File: config.mk
export PLATFORM = sky130hd
export DESIGN_NAME = hist_stream_feeder
export DESIGN_NICKNAME = d
export VERILOG_FILES = /design/src/rtl/hist_stream_feeder.sv
export SDC_FILE = /design/constraint.sdc
export NUM_CORES = 1
export LEC_CHECK = 0
export ABC_AREA = 1
export BUFFER_PORTS_ARGS = -buffer_cell sky130_fd_sc_hd__buf_2
export CORE_UTILIZATION = 59
export CTS_CLUSTER_SIZE = 14
export DETAILED_ROUTE_END_ITERATION = 10
export GPL_TIMING_DRIVEN = 0
export PLACE_DENSITY = 0.8
export SETUP_SLACK_MARGIN = 0.2
export SLEW_MARGIN = 5
export SYNTH_ARGS = -nofsm -noshare
export SYNTH_HDL_FRONTEND = slang
export SYNTH_SLANG_ARGS = --single-unit
File: constraint.sdc
create_clock -name clk -period 2.1 [get_ports clk]
set_clock_uncertainty 0.2 [all_clocks]
set_input_delay 0.42 -clock clk [delete_from_list [all_inputs] [get_ports clk]]
set_output_delay 0.42 -clock clk [all_outputs]
set_load 0.03 [all_outputs]
File: src/rtl/hist_stream_feeder.sv
// Histogram-builder write-side feeder: buffers per-pixel TDC pairs during an acquisition,
// then bursts them pixel-major on data/wrEn. Optional FEEDER_DROP_CNT_EN adds a drop counter.
module hist_stream_feeder #(
   parameter int NP        = 10,
   parameter int PIXEL_NUM = 3,
   parameter int ACQ_NUM   = 2,
   parameter int DATA_NUM  = 1,
   parameter int PIX_W     = 2
) (
   input  logic             clk,
   input  logic             res,
   input  logic             acq_end,
   input  logic             tdc_valid,
   output logic             tdc_ready,
   input  logic [PIX_W-1:0] tdc_pixel,
   input  logic [NP-1:0]    tdc_word0,
   input  logic [NP-1:0]    tdc_word1,
   output logic             wrEn,
   output logic [NP-1:0]    data,
   output logic             acq_done,
   output logic             hist_done,
   output logic             overflow
`ifdef FEEDER_DROP_CNT_EN
   ,
   output logic [7:0]       drop_cnt
`endif
);

   localparam int TOT = PIXEL_NUM * DATA_NUM * 2;
   localparam int IW  = $clog2(TOT);
   localparam int CW  = $clog2(DATA_NUM + 1);
   localparam int AW  = (ACQ_NUM > 1) ? $clog2(ACQ_NUM) : 1;
   localparam logic [IW-1:0] LAST = IW'(TOT - 1);

   typedef enum logic {COLLECT, EMIT} state_t;

   state_t                                     r_state, w_state_nxt;
   logic [PIXEL_NUM-1:0][CW-1:0]               r_cnt, w_cnt_nxt;
   logic [PIXEL_NUM-1:0][DATA_NUM-1:0][1:0][NP-1:0] r_buf, w_buf_nxt;
   logic [TOT-1:0][NP-1:0]                     w_words;
   logic [IW-1:0]                              r_idx, w_rd_idx;
   logic [AW-1:0]                              r_acq;
   logic                                       w_acc, w_hit, w_drop, w_last, w_hist;

   assign w_acc  = tdc_valid && (r_state == COLLECT);
   assign w_last = (r_state == EMIT) && (r_idx == LAST);
   assign w_drop = w_acc && !w_hit;
   assign w_hist = (r_acq == AW'(ACQ_NUM - 1));

   // Post-write view of the buffer, so an event landing with acq_end is already visible to the first word
   always_comb begin
      w_buf_nxt = r_buf;
      w_cnt_nxt = r_cnt;
      w_hit     = 1'b0;
      for (int p = 0; p < PIXEL_NUM; p++) begin
         if (w_acc && (tdc_pixel == PIX_W'(p)) && (r_cnt[p] != CW'(DATA_NUM))) begin
            w_hit        = 1'b1;
            w_cnt_nxt[p] = r_cnt[p] + 1'b1;
            for (int s = 0; s < DATA_NUM; s++)
               if (r_cnt[p] == CW'(s)) w_buf_nxt[p][s] = {tdc_word0, tdc_word1};
         end
      end
   end

   // Slots beyond a pixel's count read as 0 (no-event code for the builder)
   always_comb begin
      w_words = '0;
      for (int p = 0; p < PIXEL_NUM; p++)
         for (int s = 0; s < DATA_NUM; s++)
            if (CW'(s) < w_cnt_nxt[p]) begin
               w_words[(p*DATA_NUM + s)*2]     = w_buf_nxt[p][s][1];
               w_words[(p*DATA_NUM + s)*2 + 1] = w_buf_nxt[p][s][0];
            end
   end

   assign w_rd_idx = (r_state == EMIT && !w_last) ? r_idx + 1'b1 : '0;

   always_ff @(posedge clk or negedge res) begin
      if (!res) r_state <= COLLECT;
      else      r_state <= w_state_nxt;
   end

   always_comb begin
      w_state_nxt = r_state;
      case (r_state)
         COLLECT: if (acq_end) w_state_nxt = EMIT;
         EMIT:    if (w_last)  w_state_nxt = COLLECT;
         default:              w_state_nxt = COLLECT;
      endcase
   end

   always_comb begin
      tdc_ready = (r_state == COLLECT);
   end

   always_ff @(posedge clk or negedge res) begin
      if (!res) begin
         r_buf     <= '0;
         r_cnt     <= '0;
         r_idx     <= '0;
         r_acq     <= '0;
         wrEn      <= 1'b0;
         data      <= '0;
         acq_done  <= 1'b0;
         hist_done <= 1'b0;
         overflow  <= 1'b0;
      end else begin
         r_buf     <= w_buf_nxt;
         acq_done  <= 1'b0;
         hist_done <= 1'b0;
         if (w_drop) overflow <= 1'b1;
         if (w_last) begin
            r_cnt     <= '0;
            wrEn      <= 1'b0;
            data      <= '0;
            acq_done  <= 1'b1;
            hist_done <= w_hist;
            r_acq     <= w_hist ? '0 : r_acq + 1'b1;
         end else begin
            r_cnt <= w_cnt_nxt;
            if (r_state == EMIT || acq_end) begin
               wrEn  <= 1'b1;
               data  <= w_words[w_rd_idx];
               r_idx <= w_rd_idx;
            end
         end
      end
   end

`ifdef FEEDER_DROP_CNT_EN
   always_ff @(posedge clk or negedge res) begin
      if (!res)                             drop_cnt <= '0;
      else if (w_drop && drop_cnt != 8'hFF) drop_cnt <= drop_cnt + 1'b1;
   end
`endif

endmodule

# Yosys cells after proc, flatten, opt, wreduce, memory -nomap -nowiden
# Index checks and enable logic that the tools add are counted.
classes:
  add_sub_neg: 5
  n_lt_le_gt_ge: 4
  n_eq_ne: 3
  muxes: 29
  bitwise: 5
  n_reduce_logical: 16
ops:
  columns: ["operator", "count"]
  rows:
  - ["$mux W20", 9]
  - ["$bmux W10 S3", 1]
  - ["$mux W10", 3]
  - ["$mux W1", 13]
  - ["$logic_and A1 B1 Y1", 10]
  - ["$mux W3", 2]
  - ["$not A1 Y1", 5]
  - ["$add A1 B1 Y1 const B", 4]
  - ["$lt A3 B4 Y1 const B", 1]
  - ["$add A3 B1 Y3 const B", 1]
  - ["$eq A3 B3 Y1 const B", 1]
  - ["$lt A1 B1 Y1 const A", 3]
  - ["$eq A2 B1 Y1 const B", 1]
  - ["$eq A2 B2 Y1 const B", 1]
  - ["$logic_not A1 Y1", 2]
  - ["$logic_not A2 Y1", 1]
  - ["$pmux W1 S2", 1]
  - ["$reduce_and A2 Y1", 1]
  - ["$reduce_bool A2 Y1", 1]
  - ["$logic_or A1 B1 Y1", 1]
totals:
  register_bits: 82
  in_bits: 26
  out_inout_bits: 15
  elab_cells: 79

# Depth between registers and ports, before layout
# Gate-level depths: netlist of run 1.
logic_depth:
  word_depth: 11
  ltp_mapped: 12
  ltp_nobuf: 11

# Worst setup path after synthesis of run 1
# OpenSTA, ideal clock, no wires.
synth_path:
  path_kind: "register to register"
  start: "register r_idx[0]"
  end: "register data[9]"
  setup_time_ns: 0.117
  arrival_time_ns: 1.503
  required_ns: 1.783
  path_slack_ns: 0.279
  path_stages_with_launch: 8
  path_buffers: 1
  synth_period_minus_slack_ns: 1.821
  path_cell_list: "dfrtp_1 ha_1 or2_2 a21oi_1 clkbuf_1 nand2_1 nand3_1 nand2_1"
synth_via:
  elab_chain_len: 9
  word_cells_on_any_way: 11
  cone_classes: "add/sub: 1; eq/ne: 1; mux: 5; reduce/logical: 4"
synth_lines:
  columns: ["element", "line", "source"]
  rows:
  - ["start: declaration", "41", "logic [IW-1:0] r_idx, w_rd_idx;"]
  - ["start signal: assignment", "124", "r_idx <= w_rd_idx;"]
  - ["parallel branches: the longest is 9 deep, another holds $add A3 B1 Y3", null, null]
  - ["end signal: assignment", "123", "data <= w_words[w_rd_idx];"]
  - ["end: declaration", "19", "output logic [NP-1:0] data,"]
# Several ways; the timed one is not identified. The select of a mux whose other input is x is not followed.
# A chain may end at the register's enable or synchronous reset.

# Worst setup path in the final report of run 1
layout_path:
  start: "register r_idx[0]"
  end: "register data[1]"
# The elaborated chain is that of the path after synthesis.

==> qor.yml, run 1 <==
cp_slowest_stage_delay_ns: 0.45
report.final.slew_viol_count: 0
diodes: 0
path_clk_slew_ns: 0.07
final-setup-viol-count: 0
syn_inst: 485
htreeDepth: 3
p_per_area_mw_per_mm2: 1770
synth_fp_nets: 513
crit_buf_inv: 3
hold_path.class: "in2reg"
hpwlAfterDp_um: 7710
clockRootBuffer: "clkbuf_8"
ioPinCount: 41
die_area_mm2: 0.00701
fin_crit_sh_pct: 93.7
grt-ovfl-total: 0
peakVddDrop_mv: 1.41
synthMuxAreaShare_pct: 0
fin_ws_ns: 0.132
path_class: "reg2reg"
worst-path-stages: 12
final_cells: 635
avgRoutedWirePerCell_um: 19.2
clk_latency_ns: 0.35
routabilityCongestion: 0.906
wirelength_um: 12200
synth_top_family_by_area: "simple AND/OR/NAND/NOR gates"
dieWidth_um: 83.7
status: "complete, no violations"
die_h_um: 83.7
cp_top_family: "simple AND/OR/NAND/NOR gates"
layout.nets: 582
grt_use_total_pct: 35.3
clk_path_buf_depth: 2
core_mm2: 0.00639
initial_core_util_pct: 61.7
synth.top_cell.area_share_pct: 52.1
slew_headroom_pct: 64.7
cp_slowest_cell: "dfrtp_2"
grt_start_max_net_pins: 47
grt_pass1_wl_um: 18800
dpl_worst_slack_ns: -0.0759
tritoncts: "built"
ys_seq_area_share_pct: 52.1
tightestPinTransition_ns: 0.529
path_cells: "ha_4 -> nand2_4 -> nand2_4 -> nor2_4 -> buf_6 -> inv_8 -> buf_8 -> nand3_2 -> nand3_2 -> nand3_2 -> nand3_2 -> nand2_1"
drtIter0Drc: 525
hold_viol: 0
grt_setup_unrepaired: "yes"
worstPathRequired_ns: 2.19
routed-via-count: 4032
cap_violations: 0
yosys.area.top_type: "dfrtp_1"
syn2layout_area_growth_pct: 27.2
avgSynthCellArea_um2: 8.13
first_pass_iters: 5
synth_area_mm2: 0.00394
cts_made_buffers: 9
synthXorXnorAreaFrac_pct: 0.222
max_freq_mhz: 508
ys_ff_latch: 82
port_buffers: 40
synthAdderAreaFrac_pct: 0.635
synth_compound_area_share_pct: 0.889
ff2ff_path_depth: 12
antenna_found_initial: 0
crit_fanout: 7
synthTopCellsByArea: "dfrtp_1 (52%), nand3_1 (19%), nand2_1 (15%)"
p_leak_nw: 2.65
post-route-util_pct: 78.5
yosys_warnings: 0
arrival_ns: 2.06
grt_pass1_vias: 3869
layout_min_cycle_time_ns: 1.97
end_kind: "flip-flop"
hold_depth: 3
drcViolationCount: 0
synth-simple-area-share_pct: 41.0
cp-start-kind: "flip-flop"
dp.cells: 603
via_per_inst: 6.35
fp-row-count: 29
cpMostUsedCell: "nand3_2"
final_antenna_net_count: 0
cts_sinks: 82
synth.distinct_cells: 23
drive_gt1_share_pct: 26.9
sequential cells by signal, indices dropped and copies added (netlist names), 3 cells and up:
register and flops:
r_buf 60, r_cnt 3, r_idx 3, data 10
cells by family after synthesis:
family,after synthesis
AOI/OAI and AO/OA,6
xor gates and xnor gates,1
adders and majority gates,2
buffers and inverters,42
DFF,82
and+or+nand+nor,352
cells in the mapped netlist:
master    instances
nand2_1         155
nand3_1         152
dfrtp_1          82
nand4_1          20
buf_2            15
nor2_1           10
clkbuf_1          8
inv_1             8
buf_4             5
nor2_2            5
inv_2             4
nor2_4            4
nand2_2           3
o21ai_0           3
a21oi_1           2
ha_1              2
a41o_1            1
and2_1            1
buf_1             1
buf_6             1
nor3_1            1
or2_2             1
xor2_1            1
worst register-to-register path, cell delays in order (launching register included):
cell and delay [ns]:
dfrtp_2 0.45, ha_4 0.18, nand2_4 0.07, nand2_4 0.07, nor2_4 0.14, buf_6 0.14
inv_8 0.06, buf_8 0.13, nand3_2 0.07, nand3_2 0.09, nand3_2 0.11, nand3_2 0.09
nand2_1 0.10
cell type report:
cell class	instances	area [um^2]
buffer	30	239
clock buffer	12	145
clock inverter	3	40.0
fill	419	1370
inverter	12	55.1
multi-input combinational	362	1930
sequential	82	2050
tap	77	96.3
timing repair buffer	57	457
metal layers:
layer	routed length (um)	vias up	track usage (%)	share of wire (%)
li1	-	1774	-	-
met5	0	-	0	0
met1	4790	1937	46.6	39
met2	5790	263	55.4	48
met4	596	0	21.6	4.9
met3	987	58	5.24	8.1
placed cells by master, fill, tap and decap left out, drive strengths merged:
master       netlist  routed
ha                 2       2
xor2               1       1
a41o               1       1
bufinv             0       1
nand3            152     152
or2                1       1
buf               22      75
dlygate4sd3        0       1
nand4             20      20
nand2            158     158
inv               12      12
nor3               1       1
clkinv             0       2
dfrtp             82      82
nor2              19      20
a21oi              2       2
clkbuf             8      23
and2               1       1
o21ai              3       3
worst paths after layout:
path | startpoint | endpoint | slack [ns]
worst min-delay path | acq_end | wrEn$_DFFE_PN0P_ | 0.12
worst max-delay path | r_idx[0]$_DFFE_PN0P_ | data[1]$_DFFE_PN0P_ | 0.13
worst min register to register | r_acq$_DFFE_PN0N_ | r_acq$_DFFE_PN0N_ | 0.26
max in group asynchronous | res | r_idx[0]$_DFFE_PN0P_ | 0.71
worst max register to register | r_idx[0]$_DFFE_PN0P_ | data[1]$_DFFE_PN0P_ | 0.13
min in group asynchronous | res | r_buf[3]$_DFF_PN0_ | 0.36
what timing repair did:
action	4_1_cts	5_1_grt
setup endpoints to repair	11	10
hold endpoints to repair	36	0
gates resized for setup	65	20
cloned	3	3
hold buffers	1	0
pin swaps	16	10
setup buffers	6	4
per-stage QoR:
step           hold WS [ns]  instance area, um^2  TNS, ns  power, mW
6_report              0.117                 5010        0       8.86
5_1_grt               0.112                 5010        0       9.32
4_1_cts               0.108                 4820        0       8.20
3_5_place_dp          0.215                 4270   -0.310       6.06
3_3_place_gp          0.242                 4240   -18.35       5.93
2_1_floorplan       -0.0756                 3940        0       5.05
power by group:
part,internal (mW),switching [mW],leakage (nW)
logic,2.09,3.11,1.50
registers,2.25,0.273,1.05
clock network,0.573,0.561,0.0962
Power figures use the tool's default switching activity.
==> run 2, diff against run 1 <==
CORE_UTILIZATION = 48   (was 59)
PLACE_DENSITY = 0.67   (was 0.8)
REMOVE_ABC_BUFFERS = 1   (was default)
SLEW_MARGIN = 30   (was 5)
==> run 2 against run 1 <==
Non-clock buffer count is 2 lower; worst hold slack improved by 0.011 ns; count of clock-buffer cells in the layout is the same; clock power increased by 20%; first-iteration DRC count fell by 2.1%; critical path depth shrank 4; maximum frequency down 4.4%; worst setup slack lost 0.090 ns; routed wire length rose by 15%; die area grew 22%; register-to-register slack got worse by 0.09 ns; critical endpoint is now data[6]$_DFFE_PN0P_.
==> qor.yml, run 2 (synthesis gave the netlist of run 1 again) <==
max_freq_mhz: 486  # -4.4%
diodes: 0  # unchanged
grtUsageMet1_pct: 41.0  # -5.6 points
fp-row-count: 32  # +10%
clk_latency_ns: 0.37  # +0.02 ns
die_area_mm2: 0.00858  # +22%
multi_input_area_mm2: 0.00206  # +7.1%
r2r_end: "data[6]$_DFFE_PN0P_"
tightestPinTransition_ns: 0.626  # +0.0966 ns
crit_start: "r_cnt[0]$_DFF_PN0_"
grtUsageMet2_pct: 52.2  # -3.2 points
clockRootBuffer: "clkbuf_8"
slew_headroom_pct: 58.1  # -6.6 points
crit_fanout: 11  # +4
port_buffers: 40  # unchanged
busiest_layer: "met2"
hold_path.class: "in2reg"
core_mm2: 0.00785  # +23%
grt_pass1_vias: 3905  # +0.93%
report.final.slew_viol_count: 0  # unchanged
final-setup-viol-count: 0  # unchanged
final_cell_mix: "nand2_1 (152), nand3_1 (128), dfrtp_1 (80)"
fin_crit_sh_pct: 98.0  # +4.3 points
largest_reg_flops: 60  # unchanged
worstPathRequired_ns: 2.20  # about the same
p_per_area_mw_per_mm2: 1770  # about the same
die_h_um: 92.6  # +11%
hold_viol: 0  # unchanged
top_register: "r_buf"
largestRegisters: "r_buf: 60 flops, data: 10 flops"
drtIter0Drc: 514  # -2.1%
power.total_mw: 9.40  # +6.0%
initial_core_util_pct: 50.2  # -11 points
avgRoutedWirePerCell_um: 20.9  # +8.9%
dieWidth_um: 92.6  # +11%
clk_path_buf_depth: 2  # unchanged
p_leak_nw: 2.68  # +1.2%
tns_ns: 0  # unchanged
min_from: "acq_end"
path_class: "reg2reg"
grt_use_total_pct: 32.7  # -2.6 points
r2r_setup_slack_ns: 0.04  # -0.09 ns
first_pass_iters: 8  # +3
final_antenna_net_count: 0  # unchanged
end_kind: "flip-flop"
grt_pass1_wl_um: 20700  # +10%
ioPinCount: 41  # unchanged
peakVddDrop_mv: 1.06  # -25%
whs_ns: 0.128  # +0.0111 ns
antenna_found_initial: 0  # unchanged
endpoint: "data[6]$_DFFE_PN0P_"
path_clk_slew_ns: 0.09  # +0.02 ns
arrival_ns: 2.15  # +0.09 ns
grt-ovfl-total: 0  # unchanged
routabilityCongestion: 0.809  # -11%
hpwlAfterDp_um: 6010  # -22%
htreeDepth: 3  # unchanged
grt_setup_unrepaired: "yes"
fill_cells: 619  # +48%
layout.nets: 589  # +1.2%
cts_made_buffers: 9  # unchanged
register_area_mm2: 0.00205  # unchanged
routed-via-count: 4160  # +3.2%
final_common_cell: "nand2_1"
grt_util_met3_pct: 5.75  # +0.50 points
cp-start-kind: "flip-flop"
final_cells: 668  # +5.2%
via_per_inst: 6.23  # -1.9%
reg2reg_from: "r_cnt[0]$_DFF_PN0_"
drcViolationCount: 0  # unchanged
layout_min_cycle_time_ns: 2.06  # +0.0905 ns
grt_start_max_net_pins: 64  # +36%
status: "complete, no violations"
wirelength_um: 13900  # +15%
cap_violations: 0  # unchanged
cts_sinks: 82  # unchanged
syn2layout_area_growth_pct: 35.0
tritoncts: "built"
drive_gt1_share_pct: 29.7  # +2.8 points
ff2ff_path_depth: 8  # -4
dp.cells: 599  # -0.66%
-- run 2: cell count changes in the layout (fill, tap and decap cells not counted), moves of 3 or more --
cell,before,now
buf_12,0,10
buf_2,47,39
buf_4,12,25
buf_6,5,8
buf_8,7,0
clkbuf_1,8,0
clkbuf_16,3,0
clkinvlp_4,0,8
inv_1,7,3
nand3_1,119,128
nand3_2,33,20
nand3_4,0,7
nor2_1,9,6
nor2_4,10,15
-- run 2: worst min path at each step --
stage,to,slack [ns],cells past startpoint
after floorplan,acq_done$_DFF_PN0_,-0.08,0
after global placement,r_acq$_DFFE_PN0N_,0.25,1
after detailed placement,data[5]$_DFFE_PN0P_,0.08,1
after CTS,wrEn$_DFFE_PN0P_,0.13,3
after global routing,wrEn$_DFFE_PN0P_,0.14,3
final,wrEn$_DFFE_PN0P_,0.13,3
-- run 2: what timing repair did --
item / CTS / global route
endpoints found under the hold margin: 19 / 0
cloned: 10 / 1
hold buffers: 1 / 0
setup endpoints to repair: 75 / 10
pin swaps: 35 / 8
setup buffers: 34 / 7
gates resized for setup: 67 / 15
-- run 2: routing by layer --
metal  routed length [um]  up-vias  part of all wire [%]
met5                    0        -                     0
met4                  923        0                   6.6
met3                 1460       95                    10
met2                 6340      296                    45
met1                 5210     1964                    37
li1                     -     1805                     -
-- run 2: through the flow --
step	util (%)	instance area [um^2]	setup WS [ns]
after CTS	66.1	5180	0.181
after detailed placement	53.2	4170	-1.28
after global placement	52.4	4110	-1.62
after floorplan	-	3780	-0.513
final	67.8	5320	0.0413
after global routing	67.8	5320	0.0173
-- run 2: worst max-delay path, cell delays in order, from the launching register on --
cell        delay [ns]
dfrtp_1           0.51
clkinvlp_4        0.37
nand3_4           0.29
nand2_1           0.12
nand3_1           0.15
nand3_2           0.10
nand3_1           0.08
nand3_1           0.07
nand2_1           0.10
-- run 2: cell type report --
type                            count  area share [%]
Multi-Input combinational cell    368            38.8
Sequential cell                    82            38.6
Timing Repair Buffer               85            13.9
Clock buffer                       12            3.11
Tap cell                          102            2.40
Inverter                           12            1.41
Clock inverter                      4            1.36
Timing Repair inverter              3           0.423
-- run 2: power breakdown --
group / total (mW) / leakage (nW) / switching [mW] / internal [mW]
clock: 1.36 / 0.119 / 0.591 / 0.766
sequential: 2.58 / 1.05 / 0.325 / 2.25
combinational: 5.46 / 1.51 / 3.31 / 2.15
total: 9.40 / 2.68 / 4.23 / 5.17
